===== config.mk =====
export PLATFORM = sky130hd
export DESIGN_NAME = urv_writeback
export DESIGN_NICKNAME = d
export VERILOG_FILES = /design/src/rtl/urv_writeback.sv
export SDC_FILE = /design/constraint.sdc
export NUM_CORES = 1
export LEC_CHECK = 0
export ABC_AREA = 1
export CORE_MARGIN = 4
export CORE_UTILIZATION = 50
export CTS_CLUSTER_DIAMETER = 60
export DETAILED_ROUTE_END_ITERATION = 8
export DONT_BUFFER_PORTS = 1
export GPL_TIMING_DRIVEN = 1
export HOLD_SLACK_MARGIN = 0.1
export MAX_ROUTING_LAYER = met4
export PLACE_DENSITY = 0.74
export REMOVE_ABC_BUFFERS = 1
export SYNTH_ARGS = -nofsm -noshare
export SYNTH_HDL_FRONTEND = slang
export SYNTH_SLANG_ARGS = --single-unit

===== constraint.sdc =====
create_clock -name clk_i -period 2 [get_ports clk_i]
set_input_delay 0.3 -clock clk_i [delete_from_list [all_inputs] [get_ports clk_i]]
set_output_delay 0.3 -clock clk_i [all_outputs]
set_load 0.05 [all_outputs]

===== src/rtl/urv_writeback.sv =====
// uRV writeback stage: drives the register file write port and bypass path,
// waits for data-memory load responses and aligns/extends the returned word.
module urv_writeback #(
    parameter int g_load_timeout = 255
) (
    input  logic        clk_i,
    input  logic        rst_i,
    input  logic        x_valid_i,
    input  logic [4:0]  x_rd_i,
    input  logic [31:0] x_rd_value_i,
    input  logic        x_rd_write_i,
    input  logic        x_load_i,
    input  logic [2:0]  x_fun_i,
    input  logic [1:0]  x_dm_addr_lsb_i,
    input  logic        dm_load_done_i,
    input  logic [31:0] dm_data_l_i,
    output logic        w_stall_o,
    output logic [4:0]  w_rd_o,
    output logic [31:0] w_rd_value_o,
    output logic        w_rd_store_o,
    output logic        w_bypass_rd_write_o,
    output logic [31:0] w_bypass_rd_value_o,
    output logic        w_load_fault_o
);

    typedef enum logic {IDLE, LOAD_WAIT} state_t;

    // The last LOAD_WAIT cycle is the one where the counter equals limit-1.
    localparam logic [7:0] LIMIT = 8'(g_load_timeout - 1);

    state_t      state;
    logic [7:0]  cnt;
    logic [2:0]  fun;
    logic [1:0]  lsb;

    function automatic logic [31:0] align_load(input logic [2:0]  f,
                                               input logic [1:0]  a,
                                               input logic [31:0] d);
        logic [7:0]  b;
        logic [15:0] h;
        logic [31:0] r;
        b = d[8*a +: 8];
        h = a[1] ? d[31:16] : d[15:0];
        case (f)
            3'b000:  r = {{24{b[7]}}, b};
            3'b001:  r = {{16{h[15]}}, h};
            3'b100:  r = {24'd0, b};
            3'b101:  r = {16'd0, h};
            default: r = d;
        endcase
        return r;
    endfunction

    assign w_stall_o = (state == LOAD_WAIT);

    always_ff @(posedge clk_i or negedge rst_i) begin
        if (!rst_i) begin
            state               <= IDLE;
            cnt                 <= 8'd0;
            fun                 <= 3'd0;
            lsb                 <= 2'd0;
            w_rd_o              <= 5'd0;
            w_rd_value_o        <= 32'd0;
            w_rd_store_o        <= 1'b0;
            w_bypass_rd_write_o <= 1'b0;
            w_bypass_rd_value_o <= 32'd0;
            w_load_fault_o      <= 1'b0;
        end else begin
            w_rd_store_o        <= 1'b0;
            w_bypass_rd_write_o <= 1'b0;
            w_load_fault_o      <= 1'b0;
            case (state)
                IDLE: begin
                    if (x_valid_i) begin
                        w_rd_o <= x_rd_i;
                        fun    <= x_fun_i;
                        lsb    <= x_dm_addr_lsb_i;
                        if (x_load_i) begin
                            if (x_rd_write_i) begin
                                state <= LOAD_WAIT;
                                cnt   <= 8'd0;
                            end
                        end else if (x_rd_write_i) begin
                            w_rd_store_o        <= (x_rd_i != 5'd0);
                            w_bypass_rd_write_o <= (x_rd_i != 5'd0);
                            w_rd_value_o        <= x_rd_value_i;
                            w_bypass_rd_value_o <= x_rd_value_i;
                        end
                    end
                end
                LOAD_WAIT: begin
                    // A done on the limit cycle still completes the load.
                    if (dm_load_done_i) begin
                        w_rd_store_o <= (w_rd_o != 5'd0);
                        w_rd_value_o <= align_load(fun, lsb, dm_data_l_i);
                        state        <= IDLE;
                    end else if (cnt == LIMIT) begin
                        w_load_fault_o <= 1'b1;
                        state          <= IDLE;
                    end else begin
                        cnt <= cnt + 8'd1;
                    end
                end
                default: state <= IDLE;
            endcase
        end
    end

endmodule


==> impl_metrics.toml, run 1 <==
[logic_synthesis]
synth_top_area_frac = 0.464
yosysMostFrequentCell = "nand2_1"
ys_top_cells_by_count = "nand2_1, dfrtp_1, a21oi_1, nand3_1, inv_1"
syn-cell-area_sq_um = 4630
ys_async_sr_fraction = 1.00
netlist_instances = 625
synth.ff_latch_count = 86
seq_area_frac_synth = 0.464
netlist_top_cells_area = "dfrtp_1, nand2_1, a21oi_1"
syn_avg_cell_area_sq_um = 7.42
yosysUniqueCellTypes = 30
yosys_warnings = 0
synth_top_area_cell = "dfrtp_1"
synth_ff_type = "dfrtp_1"
synth-edff-count = 0

[power_and_ir_drop]
internal_power_mw = 3.01
seq_power_share = 0.634
leakagePower_nw = 2.53
swShare = 0.471
power.total_mw = 5.70
p_sw_mw = 2.69
combPwrFrac = 0.158
peakVddDrop_mv = 0.517
p_clk_frac = 0.208
p_per_area_nw_per_um2 = 1130

[route]
initialDrtViolationCount = 305
wire_per_inst_um = 16.4
viasPerCell = 5.45
drt-pass1-iter-count = 7
vias = 4073
ant_nets = 0
remaining_drc_errors = 0
routed_wl_um = 12300

[min_path]
worstHoldPathType = "input pin to asynchronous set/reset pin"

[cts]
htree_num_levels = 3
cts_max_path_buffers = 2
holdBufCountCts = 24
cts_tree = "built"
root_buffer = "clkbuf_8"
clk_latency_ns = 0.35
cts_made_buffers = 9
cts.sinks = 86
cts_setup_buffers = 0
clk_pin_slew_worst_paths_ns = 0.09

[layout]
nets = 717
diodes = 0
syn_to_final_growth_pct = 8.91
drive_above_1_share = 0.0656

[timing]
skew_ns = 0.00924
hold_viol = 86
rsz0062_at_grt = "no"
fin_crit_sh = 0.847
slew_violations = 0
setup_viol = 0
tightest_slew_ns = 0.594
slew-limit-headroom = 0.604
tns_ns = 0
fmax_ghz = 0.590
fin_hold_ws_ns = -0.367
finalCriticalPeriod_ns = 1.69

[global_routing]
antenna_found_initial = 0
gr-usage-all-layers = 0.235
grt_max_degree = 87
gr-usage-met2 = 0.361
grt_pass1_vias = 3984
met1_usage = 0.281
use_met3 = 0.0894
grt_overflow = 0
grt_pass1_wl_um = 20200
top_usage_layer = "met2"

[worst_setup_path]
crit_buf_inv = 2
cpMaxStageDelayCell = "dfrtp_1"
slowest_delay_ns = 0.47
startpoint_type = "flip-flop"
endpoint_kind = "flip-flop"
critical-path-top-delay-family = "buffers and inverters"
critPathMaxFanout = 22
cp_cell_sequence = "nor2_4 > nand3_2 > buf_4 > inv_1 > nand2_1 > o21ai_0"
crit_arrival_ns = 1.97
critical_path_class = "flip-flop to flip-flop"
cp.required_ns = 2.27

[place]
dpl.hpwl_um = 8840
globalplace.congestion = 0.910
portBuffers = 0

[status]
status = "complete, but fails checks"
violations = "negative hold slack"

[floorplan]
boundaryPins = 153
start_util = 0.524
die_h_um = 104
core_area_sq_um = 8850
die-area_sq_um = 10900
row_count = 34
die_width_um = 104

[job]
maxCapViolCount = 0
[power by group through the flow]
stage                     clock, mW  sequential, mW  combinational, mW
after CTS                      1.21            3.62              0.902
after global placement            0            3.65              0.820
after floorplan                   0            3.57              0.642
after detailed placement          0            3.66              0.859
final                          1.18            3.61              0.902
after global routing           1.30            3.66               1.05
[flip-flops by register name (all words and copies together) (netlist names)]
register,flops
cnt,8
fun,3
lsb,2
w_bypass_rd_value_o,32
w_bypass_rd_write_o,1
w_load_fault_o,1
w_rd_o,5
w_rd_store_o,1
w_rd_value_o,32
w_stall_o,1
[final timing paths]
kind | cells past startpoint | from | endpoint | slack [ns]
setup reg to reg | 6 | w_stall_o | w_rd_store_o | 0.31
setup / recovery | 6 | w_stall_o | w_rd_store_o | 0.31
hold / removal | 0 | rst_i | w_rd_value_o[17] | -0.37
min in group clk_i | 2 | x_rd_value_i[21] | w_bypass_rd_value_o[21] | 0.11
max in group asynchronous | 0 | rst_i | w_bypass_rd_value_o[2] | 2.22
hold reg to reg | 2 | cnt[5] | cnt[5] | 0.53
[cell usage in the layout (no fill, tap or decap), drive strengths merged]
master         n
nand2        225
dfrtp         86
a21oi         85
nand3         57
inv           53
nor2          35
o21ai         30
dlygate4sd3   24
clkbuf        12
buf            9
nor3           7
mux2           4
clkinv         3
xor2           2
ha             2
nor3b          1
o21bai         1
nand4          1
xnor2          1
bufinv         1
clkinvlp       1
[routing by layer]
layer	wire length, um	part of all wire
met1	5050	0.41
met2	5750	0.47
met3	1160	0.095
met4	314	0.026
met5	0	0
[repair_timing]
action	4_1_cts	5_1_grt
gates resized for setup	0	1
hold endpoints to repair	110	86
setup endpoints to repair	0	15
[stage by stage]
step	utilization	instances	setup WS [ns]	instance area [sq um]
6_report	0.570	748	0.306	5050
5_1_grt	0.570	748	0.153	5050
4_1_cts	0.569	748	0.108	5040
3_5_place_dp	0.522	708	0.122	4620
3_3_place_gp	0.522	708	0.220	4620
2_1_floorplan	-	591	-0.435	4410
[worst reg2reg max path, delay by kind of cell, from the launching register on]
kind                   cells  cell delay [ns]
flip-flops                 1             0.47
AND/OR/NAND/NOR            3             0.36
AO/OA/AOI/OAI              1             0.10
buffers and inverters      2             0.69
[logic make-up after synthesis]
family | after synthesis | synth area share
DFF | 86 | 0.464
AOI/OAI and AO/OA | 116 | 0.131
muxes | 4 | 0.00972
and+or+nand+nor | 326 | 0.292
buffers and inverters | 88 | 0.0923
xor gates and xnor gates | 3 | 0.00567
adders and majority gates | 2 | 0.00540
[layout make-up]
type	instances	area, sq um
Fill cell	832	3800
Sequential cell	86	2150
Multi-Input combinational cell	451	2060
Timing Repair Buffer	33	308
Inverter	54	206
Clock buffer	12	135
Tap cell	108	135
Clock inverter	4	47.5
Power figures use the tool's default switching activity.
==> inputs of run 2 (changes only) <==
- PLACE_DENSITY: 0.74 -> 0.77
- clock period: 2 -> 1.5 ns (I/O delays scaled with it)
==> run 2 against run 1 <==
Against the previous run:
- the flow still finishes with violations (negative hold slack)
- core utilization increased by 7.5 points
- setup slack lost 0.25 ns
- flip-flop and latch count is the same
- hold slack worse by 0.085 ns
- highest routed layer unchanged
==> impl_metrics.toml, run 2 (synthesis gave the netlist of run 1 again) <==
[global_routing]
gr-usage-all-layers = 0.244
grt_pass1_wl_um = 21200
grt_max_degree = 87
grt_overflow = 0
antenna_found_initial = 0
grt_pass1_vias = 4262

[route]
routed_wl_um = 13300
wire_per_inst_um = 16.6
vias = 4405
viasPerCell = 5.51
initialDrtViolationCount = 268
remaining_drc_errors = 0
ant_nets = 0
drt-pass1-iter-count = 6

[worst_setup_path]
endpoint_kind = "flip-flop"
critical_path_class = "flip-flop to flip-flop"
startpoint_type = "flip-flop"
critPathMaxFanout = 11
cp.required_ns = 1.74
crit_arrival_ns = 1.68

[place]
dpl.hpwl_um = 9090
portBuffers = 0
globalplace.congestion = 0.868
dp_cells = 727

[layout]
fill_cells = 768
final_cells = 800
regArea_sq_um = 2160
reg_top3 = "w_bypass_rd_value_o: 32 flops, w_rd_value_o: 32 flops, cnt: 8 flops"
syn_to_final_growth_pct = 23.2
nets = 769
multiInputGateArea_sq_um = 2140
drive_above_1_share = 0.126
diodes = 0
layout_commonest_cell = "nand2_1"
layout_common_cells = "nand2_1, dfrtp_1, a21oi_1"

[floorplan]
row_count = 34
core_area_sq_um = 8850
start_util = 0.524
die-area_sq_um = 10900
die_width_um = 104
die_h_um = 104
boundaryPins = 153

[cts]
root_buffer = "clkbuf_8"
clk_latency_ns = 0.36
htree_num_levels = 3
cts.sinks = 86
cts_made_buffers = 9
clk_pin_slew_worst_paths_ns = 0.09
cts_tree = "built"
holdBufCountCts = 49
cts_max_path_buffers = 2

[power_and_ir_drop]
power.total_mw = 8.08
peakVddDrop_mv = 0.701
p_per_area_nw_per_um2 = 1410
leakagePower_nw = 2.81

[min_path]
worstHoldPathType = "input pin to asynchronous set/reset pin"

[timing]
tightest_slew_ns = 0.520
fin_hold_ws_ns = -0.452
slew-limit-headroom = 0.653
rsz0062_at_grt = "yes"
fmax_ghz = 0.695
skew_ns = 0.0126
tns_ns = 0
fin_crit_sh = 0.959
hold_viol = 86
finalCriticalPeriod_ns = 1.44
setup_viol = 0
slew_violations = 0

[status]
status = "complete, but fails checks"
violations = "negative hold slack"

[job]
maxCapViolCount = 0
run 2: cell count changes in the layout (fill, tap and decap cells not counted), moves of 3 or more:
cell / previous run / this run
dlygate4sd3_1: 24 / 49
buf_4: 9 / 26
a21oi_2: 0 / 5
a21oi_1: 84 / 80
buf_12: 0 / 3
clkbuf_1: 3 / 0
clkbuf_16: 0 / 3
clkbuf_8: 9 / 12
clkinv_2: 3 / 0
dfrtp_1: 86 / 83
dfrtp_2: 0 / 3
nor2_1: 34 / 31
run 2: metal layers:
layer  up-vias  GRT usage  share of wire
met1      2073      0.290           0.40
met4         0     0.0589          0.014
li1       2123          -              -
met5         -          -              0
met2       188      0.398           0.49
met3        21     0.0844          0.094
run 2: path summary, 6_finish.rpt:
path                                      endpoint  slack [ns]            from  cells after the start
setup / recovery                  w_rd_value_o[10]        0.06       w_stall_o                      7
hold / removal             w_bypass_rd_value_o[19]       -0.45           rst_i                      0
setup reg to reg                  w_rd_value_o[10]        0.06       w_stall_o                      7
hold reg to reg                             cnt[5]        0.53          cnt[5]                      2
max in group asynchronous                   lsb[1]        1.81           rst_i                      0
min in group clk_i                 w_rd_value_o[3]        0.10  dm_data_l_i[3]                      4
run 2: cell type report:
cell class                      instances  share of cell area
Sequential cell                        86               0.378
Clock inverter                          4             0.00942
Timing Repair Buffer                   83               0.148
Inverter                               54              0.0375
Multi-Input combinational cell        453               0.375
Tap cell                              108              0.0237
Clock buffer                           12              0.0289
run 2: what timing repair did:
action                                 CTS  global route
setup buffers                            0             3
endpoints found under the hold margin  152            86
setup endpoints to repair                0            41
gates resized for setup                  0            27
run 2: through the flow:
stage          worst slack, ns  utilization  area [sq um]
6_report                0.0610        0.645          5710
5_1_grt                -0.0712        0.645          5710
4_1_cts                 0.0175        0.622          5510
3_5_place_dp            0.0226        0.542          4800
3_3_place_gp             0.102        0.542          4800
2_1_floorplan           -0.935            -          4410
run 2: where the power goes:
group	total (mW)	switching (mW)	leakage [nW]	internal, mW
combinational	1.61	0.932	1.66	0.674
clock	1.76	0.850	0.105	0.910
sequential	4.71	1.93	1.05	2.78
total	8.08	3.72	2.81	4.36
run 2: critical path: stages, from the launching register on:
cell and delay [ns]:
dfrtp_2 0.48, clkinv_4 0.11, nand2_8 0.06, o21bai_4 0.17, nand2_8 0.12, buf_8 0.16
a21oi_1 0.13, a21oi_1 0.08
==> inputs of run 3 (changes only) <==
- CORE_MARGIN: 4 -> unset
==> run 3 against run 2 <==
Against the previous run:
- the flow finishes with violations (design-rule violations, negative hold slack)
- die area is 11% lower
- maximum frequency is 0.57% higher
- global-route usage is 3.9 points higher
- combinational power is 5% lower
- critical path type unchanged
- critical path depth stayed put
- via count is 0.66% lower
- flip-flop and latch count stayed put
- setup slack better by 0.0081 ns
- critical endpoint is now cnt[5]
- power is 3.7% lower
- core utilization is 1.4 points lower
==> impl_metrics.toml, run 3 (synthesis gave the netlist of run 1 again) <==
[worst_setup_path]
startpoint_type = "flip-flop"
endpoint_kind = "flip-flop"
cpMaxStageDelayCell = "dfrtp_1"
cp_cell_sequence = "inv_2 > ha_1 > nand2_1 > nor2_1 > nand2_2 > a21oi_2 > o21ai_0"
cp.required_ns = 1.74
crit_buf_inv = 1
slowest_delay_ns = 0.40
critPathMaxFanout = 5
critical_path_class = "flip-flop to flip-flop"
critical-path-top-delay-family = "flip-flops"
crit_arrival_ns = 1.67

[floorplan]
row_count = 34
die_width_um = 98.3
start_util = 0.524
die_h_um = 98.3
die-area_sq_um = 9660
boundaryPins = 153
core_area_sq_um = 8850

[route]
initialDrtViolationCount = 306
vias = 4376
ant_nets = 0
wire_per_inst_um = 15.9
remaining_drc_errors = 14
drt-pass1-iter-count = 9
routed_wl_um = 12700
viasPerCell = 5.49

[timing]
fin_hold_ws_ns = -0.451
fin_crit_sh = 0.954
tns_ns = 0
skew_ns = 0.00806
fmax_ghz = 0.699
slew_violations = 0
fin_ws_ns = 0.0691
setup_viol = 0
finalCriticalPeriod_ns = 1.43
slew-limit-headroom = 0.647
hold_viol = 86
tightest_slew_ns = 0.530

[place]
globalplace.congestion = 0.938
portBuffers = 0
dpl.hpwl_um = 8800
place_ws_ns = 0.0355
dp_cells = 726

[global_routing]
grt_overflow = 0
antenna_found_initial = 0
grt_pass1_wl_um = 20700
grt_max_degree = 87
grt_pass1_vias = 4325
gr-usage-all-layers = 0.282

[cts]
cts_made_buffers = 9
clk_latency_ns = 0.36
htree_num_levels = 3
holdBufCountCts = 53
cts_tree = "built"
root_buffer = "clkbuf_8"
cts.sinks = 86
clk_pin_slew_worst_paths_ns = 0.09
cts_max_path_buffers = 2

[power_and_ir_drop]
leakagePower_nw = 2.79
power.total_mw = 7.78
peakVddDrop_mv = 0.713
p_per_area_nw_per_um2 = 1390

[layout]
syn_to_final_growth_pct = 20.5
nets = 767
layout_common_cells = "nand2_1, a21oi_1, dfrtp_1"
layout_commonest_cell = "nand2_1"
diodes = 0
reg_top3 = "w_bypass_rd_value_o: 32 flops, w_rd_value_o: 32 flops, cnt: 8 flops"
final_cells = 797
drive_above_1_share = 0.109

[status]
status = "complete, but fails checks"
violations = "design-rule violations, negative hold slack"

[job]
maxCapViolCount = 0

[min_path]
worstHoldPathType = "input pin to asynchronous set/reset pin"
## run 3: cell types whose count changed in the layout (fill, tap and decap cells not counted), moves of 3 or more
cell / change
buf_4: -3
clkbuf_16: -3
nor3_2: -3
a21oi_1: +4
a21oi_2: -4
dlygate4sd3_1: +4
## run 3: layer usage
layer,GRT usage,part of all wire,up-vias,wire [um]
met5,-,0,-,0
met3,0.0866,0.095,41,1210
met4,0.122,0.031,0,395
li1,-,-,2126,-
met1,0.325,0.40,1993,5030
met2,0.456,0.48,216,6070
## run 3: worst reg2reg max path: cells and delay by family (launching register included)
kind            cells  cell delay, ns
flops               1            0.40
simple gates        3            0.30
compound gates      2            0.40
buf+inv             1            0.07
fa+ha+maj           1            0.15
## run 3: area by class of cell
cell class / count / area, sq um
fill: 755 / 3260
sequential: 86 / 2150
multi-input combinational: 452 / 2090
timing repair buffer: 82 / 815
inverter: 54 / 206
clock buffer: 11 / 151
tap: 108 / 135
clock inverter: 4 / 32.5
## run 3: power by group
group	switching (mW)	total (mW)	internal, mW
combinational	0.888	1.53	0.644
sequential	1.95	4.72	2.77
clock	0.835	1.52	0.689
total	3.67	7.78	4.11
## run 3: what timing repair did
item                                   CTS  global route
setup buffers                            0             2
setup endpoints to repair                0            46
gates resized for setup                  0            16
endpoints found under the hold margin  154            86
## run 3: final timing paths
kind                       slack, ns                 endpoint  cells past startpoint           start
setup / recovery                0.07                   cnt[5]                      7          cnt[0]
hold / removal                 -0.45  w_bypass_rd_value_o[24]                      0           rst_i
setup reg to reg                0.07                   cnt[5]                      7          cnt[0]
hold reg to reg                 0.52                   cnt[5]                      2          cnt[5]
max in group asynchronous       1.83                   fun[0]                      0           rst_i
min in group clk_i              0.11          w_rd_value_o[5]                      4  dm_data_l_i[5]
## run 3: stage by stage
| step | util | instance area (sq um) |
|---|---|---|
| 2_1_floorplan | - | 4410 |
| 3_3_place_gp | 0.544 | 4810 |
| 3_5_place_dp | 0.544 | 4810 |
| 4_1_cts | 0.625 | 5530 |
| 5_1_grt | 0.631 | 5590 |
| 6_report | 0.631 | 5590 |
